[src/rtl/regfile_write_arbiter.sv]
// Write-port controller for the 32-entry register file: clears every entry
// after reset or on command, then round-robins the single write port between
// the writeback (wb) and load-return (ld) requesters.
module regfile_write_arbiter #(
   parameter int unsigned IDX_W  = 5,
   parameter int unsigned DATA_W = 24,
   parameter int unsigned CNT_W  = 8
) (
   input  logic              clk,
   input  logic              rst_n,
   input  logic              init_start,
   output logic              init_busy,
   input  logic              wb_valid,
   input  logic [IDX_W-1:0]  wb_index,
   input  logic [DATA_W-1:0] wb_data,
   output logic              wb_ready,
   input  logic              ld_valid,
   input  logic [IDX_W-1:0]  ld_index,
   input  logic [DATA_W-1:0] ld_data,
   output logic              ld_ready,
   output logic              rf_write_enable,
   output logic [IDX_W-1:0]  rf_write_index,
   output logic [DATA_W-1:0] rf_write_data,
   output logic [CNT_W-1:0]  conflict_count
);

   localparam int unsigned LAST_IDX = (1 << IDX_W) - 1;
   localparam logic GRANT_WB = 1'b0;
   localparam logic GRANT_LD = 1'b1;

   typedef enum logic {ST_INIT, ST_ARB} state_t;

   state_t              r_state;
   logic [IDX_W-1:0]    r_cnt;
   logic                r_init_busy;
   logic                r_we;
   logic [IDX_W-1:0]    r_idx;
   logic [DATA_W-1:0]   r_data;
   logic                r_last_grant;
   logic [CNT_W-1:0]    r_conflict;

   logic                w_arb_go;
   logic                w_both;
   logic                w_wb_grant;
   logic                w_ld_grant;

   // Grant decision: a tie goes to whichever requester was not served last
   always_comb begin
      w_arb_go   = (r_state == ST_ARB) && !init_start;
      w_both     = wb_valid && ld_valid;
      w_wb_grant = w_arb_go && wb_valid && (!ld_valid || (r_last_grant == GRANT_LD));
      w_ld_grant = w_arb_go && ld_valid && (!wb_valid || (r_last_grant == GRANT_WB));
   end

   assign wb_ready        = w_wb_grant;
   assign ld_ready        = w_ld_grant;
   assign init_busy       = r_init_busy;
   assign rf_write_enable = r_we;
   assign rf_write_index  = r_idx;
   assign rf_write_data   = r_data;
   assign conflict_count  = r_conflict;

   // Clear sequencer, arbitration state, registered write port and statistics
   always_ff @(posedge clk or negedge rst_n) begin
      if (!rst_n) begin
         r_state      <= ST_INIT;
         r_cnt        <= '0;
         r_init_busy  <= 1'b1;
         r_we         <= 1'b0;
         r_idx        <= '0;
         r_data       <= '0;
         r_last_grant <= GRANT_LD;
         r_conflict   <= '0;
      end else begin
         case (r_state)
            ST_INIT: begin
               r_we   <= 1'b1;
               r_idx  <= r_cnt;
               r_data <= '0;
               if (r_cnt == IDX_W'(LAST_IDX)) begin
                  r_state     <= ST_ARB;
                  r_init_busy <= 1'b0;
                  r_cnt       <= '0;
               end else begin
                  r_cnt <= r_cnt + IDX_W'(1);
               end
            end
            ST_ARB: begin
               if (init_start) begin
                  r_state     <= ST_INIT;
                  r_init_busy <= 1'b1;
                  r_cnt       <= '0;
                  r_we        <= 1'b0;
               end else begin
                  if (w_wb_grant) begin
                     r_we   <= 1'b1;
                     r_idx  <= wb_index;
                     r_data <= wb_data;
                  end else if (w_ld_grant) begin
                     r_we   <= 1'b1;
                     r_idx  <= ld_index;
                     r_data <= ld_data;
                  end else begin
                     r_we <= 1'b0;
                  end
                  if (w_both) begin
                     r_last_grant <= w_wb_grant ? GRANT_WB : GRANT_LD;
                     if (r_conflict != {CNT_W{1'b1}}) begin
                        r_conflict <= r_conflict + CNT_W'(1);
                     end
                  end
               end
            end
            default: begin
               r_state <= ST_INIT;
               r_cnt   <= '0;
            end
         endcase
      end
   end

endmodule
[config.mk]
export PLATFORM = sky130hd
export DESIGN_NAME = regfile_write_arbiter
export DESIGN_NICKNAME = d
export VERILOG_FILES = /design/src/rtl/regfile_write_arbiter.sv
export SDC_FILE = /design/constraint.sdc
export NUM_CORES = 1
export LEC_CHECK = 0
export CAP_MARGIN = 5
export CORE_ASPECT_RATIO = 2
export CORE_UTILIZATION = 43
export DETAILED_ROUTE_END_ITERATION = 8
export PLACE_DENSITY_LB_ADDON = 0.15
export SLEW_MARGIN = 20
export SYNTH_ARGS = -nofsm -noshare
export SYNTH_HDL_FRONTEND = slang
export SYNTH_SLANG_ARGS = --single-unit
[constraint.sdc]
create_clock -name clk -period 3.42 [get_ports clk]
set_clock_uncertainty 0.15 [all_clocks]
set_input_delay 0.342 -clock clk [delete_from_list [all_inputs] [get_ports clk]]
set_output_delay 0.342 -clock clk [all_outputs]
set_load 0.01 [all_outputs]
# Word level (Yosys, flattened, before mapping)
# Index checks and enable logic that the tools add are counted.
totals:
  reg_bits: 46
  input_bits: 63
  out_inout_bits: 41
  wordCells: 56
op_classes:
  addsub: 2
  eq_ne: 6
  n_mux: 22
  bitwise_logic: 3
  n_reduce_logical: 15
op_table:
  columns: ["op", "n"]
  rows:
  - ["$mux 24", 3]
  - ["$pmux 24 s2", 1]
  - ["$mux 5", 5]
  - ["$pmux 5 s2", 2]
  - ["$add 8x1->8 const B", 1]
  - ["$mux 1", 8]
  - ["$ne 8x8->1 const B", 1]
  - ["$logic_and 1x1->1", 6]
  - ["$ne 2x2->1 const B", 3]
  - ["$pmux 1 s2", 3]
  - ["$add 5x1->5 const B", 1]
  - ["$eq 5x5->1 const B", 1]
  - ["$reduce_and 2->1", 2]
  - ["$reduce_and 4->1", 1]
  - ["$logic_not 1->1", 3]
  - ["$ne 3x2->1 const B", 1]
  - ["$not 1->1", 3]
  - ["$reduce_and 3->1", 1]
  - ["$logic_or 1x1->1", 2]

# Logic depth before layout (Yosys ltp)
# Gate-level depths: netlist of run 1.
depth:
  depth_word: 8
  ltp_mapped: 7
  mapped_depth_nobuf: 6

# Least setup slack after synthesis of run 1
# No wires, ideal clock.
synth_timing:
  path_type: "register -> register"
  start: "reg r_conflict[0] (netlist: conflict_count[0])"
  end: "reg r_conflict[1] (netlist: conflict_count[1])"
  setup_time_ps: 125
  arrival_ps: 1377
  required_time_ps: 3145
  slack_ps: 1769
  path_stages_with_launch: 6
  n_path_buf: 0
  synth_period_minus_slack_ps: 1651
  path_cell_list: "dfrtp_1 > ha_1 > nand3_1 > nand2b_1 > nand2_1 > mux2_2"
synth_via:
  elab_chain_cells: 2
  elab_cells_between_ends: 3
  classes_between: "1 x add/sub; 1 x eq/ne; 1 x reduce/logical"
synth_lines:
  columns: ["element", "line_no", "source"]
  rows:
  - ["from (decl)", "40", "logic [CNT_W-1:0] r_conflict;"]
  - ["from (signal assigned)", "109", "r_conflict <= r_conflict + CNT_W'(1);"]
  - ["branches (longest 2 deep; another with $add 8x1->8)", null, null]
# Several ways; the timed one is not identified.
# A chain may end at the register's enable or synchronous reset.

# Final worst setup path of run 1
layout_timing:
  start: "reg r_state"
  end: "out wb_ready"
layout_via:
  elab_chain_cells: 3
layout_lines:
  columns: ["element", "line_no", "source"]
  rows:
  - ["from (decl)", "33", "state_t r_state;"]
  - ["from (signal assigned)", "66", "r_state <= ST_INIT;"]
  - ["from (signal assigned)", "81", "r_state <= ST_ARB;"]
  - ["from (signal assigned)", "90", "r_state <= ST_INIT;"]
  - ["$logic_and 1x1->1", "49", "w_arb_go = (r_state == ST_ARB) && !init_start;"]
  - ["$logic_and 1x1->1 (2 in a row)", "51", "w_wb_grant = w_arb_go && wb_valid && (!ld_valid || (r_last_grant == GRANT_LD));"]
  - ["to (decl)", "16", "output logic wb_ready,"]
# No other way between the ends.

==> results of run 1 <==
-- synth_stat cells (2+ instances only) --
master	n	area share, %
inv_1	5	0.89
nor3_1	2	0.47
nor2b_1	7	2.1
a21oi_1	9	2.1
a22oi_1	24	8.5
dfrtp_1	44	52
mux2i_1	5	2.4
buf_4	3	1.1
clkbuf_1	4	0.71
xnor2_1	2	0.83
mux2_2	2	1.1
nand3_1	2	0.47
and3_1	3	0.89
dfstp_2	2	2.5
nand4_1	3	0.89
nand2_1	56	10
ha_1	3	1.8
o21a_1	2	0.71
o21ai_0	14	3.3
buf_2	3	0.71
xor2_1	3	1.2
nor2_1	2	0.36
-- cell usage in the layout (no fill, tap or decap), types with 2 or more instances in the layout --
cell / netlist / routed
dfrtp_1: 44 / 44
xnor2_1: 2 / 2
buf_4: 3 / 5
nand2_1: 56 / 56
nor2b_1: 7 / 7
nor3_1: 2 / 2
nand4_1: 3 / 3
clkinv_2: 0 / 2
o21ai_0: 14 / 14
inv_1: 5 / 5
nand3_1: 2 / 2
xor2_1: 3 / 3
clkdlybuf4s50_1: 0 / 102
mux2i_1: 5 / 5
nor2_1: 2 / 2
dfstp_2: 2 / 2
clkbuf_8: 0 / 5
o21a_1: 2 / 2
mux2_2: 2 / 2
and3_1: 3 / 3
a22oi_1: 24 / 24
a21oi_1: 9 / 9
ha_1: 3 / 3
-- flip-flops by register name (all words and copies together), names as in the netlist --
name and flops:
rf_write_index 5, r_cnt 5, init_busy 1, rf_write_enable 1
r_last_grant 1, conflict_count 8, rf_write_data 24, r_state 1
-- metrics by stage --
step	cell area (um2)	setup WS, ns	hold slack [ns]
final	3300	0.934	0.352
after global routing	3300	0.818	0.373
after CTS	3290	0.941	0.0879
after detailed placement	3180	1.06	0.334
after global placement	3180	1.09	0.323
after floorplan	2110	1.77	-0.104
-- kinds of logic after synthesis --
family	share of synthesized area [%]
flip-flops	54.7
adder cells (fa/ha/maj)	1.78
multiplexers	3.44
AND/OR/NAND/NOR	18.0
buffers and inverters	3.38
XOR/XNOR	2.08
AO/OA/AOI/OAI	16.7
-- worst max path at each step --
stage                            from                end  slack [ns]
global placement           init_start           wb_ready        1.09
global route                  r_state           ld_ready        0.82
floorplan           conflict_count[0]  conflict_count[1]        1.77
detailed placement         init_start           ld_ready        1.06
CTS                           r_state           ld_ready        0.94
finish                        r_state           wb_ready        0.93
-- layout make-up --
class | count | area share, %
multi-input combinational | 150 | 26.8
sequential | 46 | 34.9
inverter | 5 | 0.568
timing repair buffer | 108 | 32.3
tap | 55 | 2.08
clock inverter | 3 | 1.21
clock buffer | 5 | 2.08
-- metal layers --
| layer | GRT usage (%) | vias up |
|---|---|---|
| met1 | 24.4 | 902 |
| met4 | 8.73 | 0 |
| met2 | 43.9 | 75 |
| met5 | 0 | - |
| met3 | 5.13 | 7 |
| li1 | - | 952 |
-- where the power goes --
part	leakage (uW)	internal, uW	switching [uW]
combinational	0.000847	316	257
sequential	0.000611	663	111
clock	0.0000579	215	179
-- critical path, cell delays in order (launching register included) --
cell             delay (ns)
dfrtp_1                0.61
nor2b_1                0.18
buf_4                  0.16
o211a_2                0.19
clkdlybuf4s50_1        0.55
==> impl_metrics.ini, run 1 <==
[clock_tree]
path_clk_slew_ns = 0.08
postCtsSetupBuffers = 0
cts_num_sinks = 46
clock_latency_ns = 0.29
h-tree-depth = 2
cts_resized = 0
clock_path_buffers = 2
clock-root-buffer = clkbuf_8
cts_tree = yes
numCtsBuffers = 5
cts_hold_buf = 0

[floorplanning]
die_w_um = 51.5
die_y_um = 101
start_util_pct = 45.5
io_pins = 104
dieArea_mm2 = 0.00521
rows = 35
core_region_area_mm2 = 0.00464

[route]
wl_met3_um = 325
routed.top_layer = met4
wl_per_cell_um = 15.7
route.met2.wl_um = 3310
ant_nets = 0
drc = 0
m1WireLength_um = 2110
first_pass_iters = 4
wl_um = 5840
vias = 1936
drt-initial-drc-count = 39
vias_per_cell = 5.20

[yosys]
synth_area_mm2 = 0.00211
synth-seq-cells = 46
synth_edf_count = 0
synth_area_per_cell_um2 = 10.0
synth_seq_area_share_pct = 54.7
synth_warnings = 0
ys.flop_type = dfrtp_1
syn_nets = 277
ys_types = 33
async_reset_ff_share_pct = 100
synthCells = 211

[sta]
final-hold-violation-count = 0
fin_tns_setup_ns = 0
worstMarginPinSlew_ns = 0.568
setup_violations = 0
rsz0062_at_grt = no
maxSlewHeadroom_pct = 62.1
fmax_mhz = 402
drv_slew = 0
post-route-period-util_pct = 72.7
fin_crit_ns = 2.49

[worst_hold_path]
min_delay_path_depth = 2
hold_end = rf_write_index[0]
hold_start = rf_write_index[0]
hold_path_class = flip-flop to flip-flop

[global_routing]
grt_first_pass_wirelength_um = 9050
grt_overflow_total = 0
grt_max_degree = 47
grt_usage_pct = 23.5
grt_pass1_vias = 1944
antenna_found_initial = 0

[critical_path]
crit_type = flip-flop to output port
endpoint_kind = output port
setup.worst_path.start_class = flip-flop
timing.rr.start = r_state
crit_fanout = 15
rrSetupSlack_ns = 1.55
cp.arrival_ns = 1.99
crit-reg2reg-capture = rf_write_data[6]
critical_path_required_ns = 2.93
ff2ff_path_depth = 6

[place]
hpwl_um = 4400
place_congestion = 0.866
portBuffers = 103
dpl.cell_count = 363

[layout]
multi_input_area_um2 = 886
postLayoutCoreUtil_pct = 71.2
antenna-diode-count = 0
finalNonFillerCells = 372
drive_gt1_share_pct = 7.26
area_delta_synth_final_pct = 56.6
seq_area_mm2 = 0.00115
fillers = 390
nets = 382

[status]
status = finished, final reports clean

[power_and_ir_drop]
p_per_area_mw_per_mm2 = 527
total_power_uw = 1740
p_leak_uw = 0.00152
vdd_ir_drop_max_v = 0.000467

[run]
max_cap_viol_count = 0
Power figures use the tool's default switching activity.
==> run 2, diff against run 1 <==
- CORE_UTILIZATION: 43 -> 40
- clock period: 3.42 -> 2.5 ns (I/O delays scaled with it)
==> run 2 against run 1 <==
Compared with the run above:
- non-clock buffer count up 3
- core utilization shrank 6.3 points
- critical path depth stayed put
- critical endpoint is now ld_ready
==> impl_metrics.ini, run 2 (same netlist as run 1, synthesis figures left out) <==
[route]
vias_per_cell = 5.28
ant_nets = 0
vias = 1996
drc = 0
drt-initial-drc-count = 57
wl_per_cell_um = 14.7
wl_um = 5550
first_pass_iters = 4

[sta]
post-route-period-util_pct = 85.8
final-hold-violation-count = 0
worstMarginPinSlew_ns = 0.662
fin_crit_ns = 2.14
fin_tns_setup_ns = 0
setup_violations = 0
fmax_mhz = 466
drv_slew = 0
maxSlewHeadroom_pct = 55.4
rsz0062_at_grt = no

[floorplanning]
core_region_area_mm2 = 0.00509
rows = 37
die_w_um = 53.4
dieArea_mm2 = 0.00559
start_util_pct = 41.4
die_y_um = 105
io_pins = 104

[critical_path]
crit_type = input port to output port
cp.arrival_ns = 1.74
endpoint_kind = output port
crit_fanout = 5
setup.worst_path.start_class = input port
critical_path_required_ns = 2.10

[power_and_ir_drop]
p_clk_share_pct = 19.4
p_int_uw = 1550
vdd_ir_drop_max_v = 0.000729
p_per_area_mw_per_mm2 = 691
total_power_uw = 2280
p_leak_uw = 0.00151
combPwrFrac_pct = 35.8
netSwitchingPower_uw = 734
swShare_pct = 32.2
power.share.sequential_pct = 44.8

[global_routing]
grt_max_degree = 31
grt_overflow_total = 0
grt_first_pass_wirelength_um = 9000
antenna_found_initial = 0
grt_usage_pct = 21.7
grt_pass1_vias = 2005

[layout]
fillers = 440
nets = 385
layout_commonest_cell = clkdlybuf4s50_1
antenna-diode-count = 0
largest_register_ffs = 24
drive_gt1_share_pct = 7.50
area_delta_synth_final_pct = 56.5
mostFrequentLayoutCells = clkdlybuf4s50_1 (102), nand2_1 (56), dfrtp_1 (44)
postLayoutCoreUtil_pct = 64.9

[clock_tree]
cts_hold_buf = 1
path_clk_slew_ns = 0.09
clock_path_buffers = 2
cts_resized = 0
cts_tree = yes
cts_num_sinks = 46
numCtsBuffers = 5
clock_latency_ns = 0.30
h-tree-depth = 2
postCtsSetupBuffers = 0
clock-root-buffer = clkbuf_8

[place]
portBuffers = 103
place_congestion = 0.806
hpwl_um = 4090

[worst_hold_path]
hold_path_class = input port to flip-flop

[run]
max_cap_viol_count = 0

[status]
status = finished, final reports clean
[run 2: power groups by stage]
stage	registers, uW	logic (uW)	clock network, uW
detailed placement	1030	828	0
global route	1040	908	496
finish	1020	817	444
floorplan	1070	349	0
CTS	1020	832	463
global placement	1030	810	0
[run 2: path summary, 6_finish.rpt]
check	startpoint	to	slack, ns	depth (start not counted)
max in group asynchronous	rst_n	init_busy	1.15	3
worst max register to register	r_cnt[0]	r_cnt[3]	0.65	6
worst min-delay path	ld_data[4]	rf_write_data[4]	0.32	3
min in group asynchronous	rst_n	rf_write_data[6]	0.37	2
worst max-delay path	init_start	ld_ready	0.36	4
worst min register to register	init_busy	init_busy	0.34	2
[run 2: area by class of cell]
type	count	area (um2)	share of cell area, %
sequential	46	1150	34.9
inverter	5	18.8	0.568
clock buffer	7	76.3	2.31
multi-input combinational	150	886	26.8
clock inverter	1	7.51	0.227
tap	58	72.6	2.20
timing repair buffer	111	1090	33.0
[run 2: worst max-delay path, stage by stage]
cell and delay, ns:
clkdlybuf4s50_1 0.46, nor2b_1 0.22, and3_1 0.25, clkdlybuf4s50_1 0.55
[run 2: per-layer routing]
layer | track usage (%) | wire length, um | vias up
met5 | 0 | 0 | -
met4 | 8.08 | 95 | 0
met3 | 4.51 | 365 | 8
met2 | 38.7 | 3020 | 78
met1 | 23.7 | 2060 | 955
li1 | - | - | 955
[run 2: through the flow]
stage	setup WS [ns]	area (um2)	hold WS, ns	cells
finish	0.355	3300	0.321	378
detailed placement	0.327	3210	0.167	369
global placement	0.382	3210	0.165	369
CTS	0.327	3300	0.319	378
global route	0.266	3300	0.332	378
floorplan	0.849	2110	-0.196	211
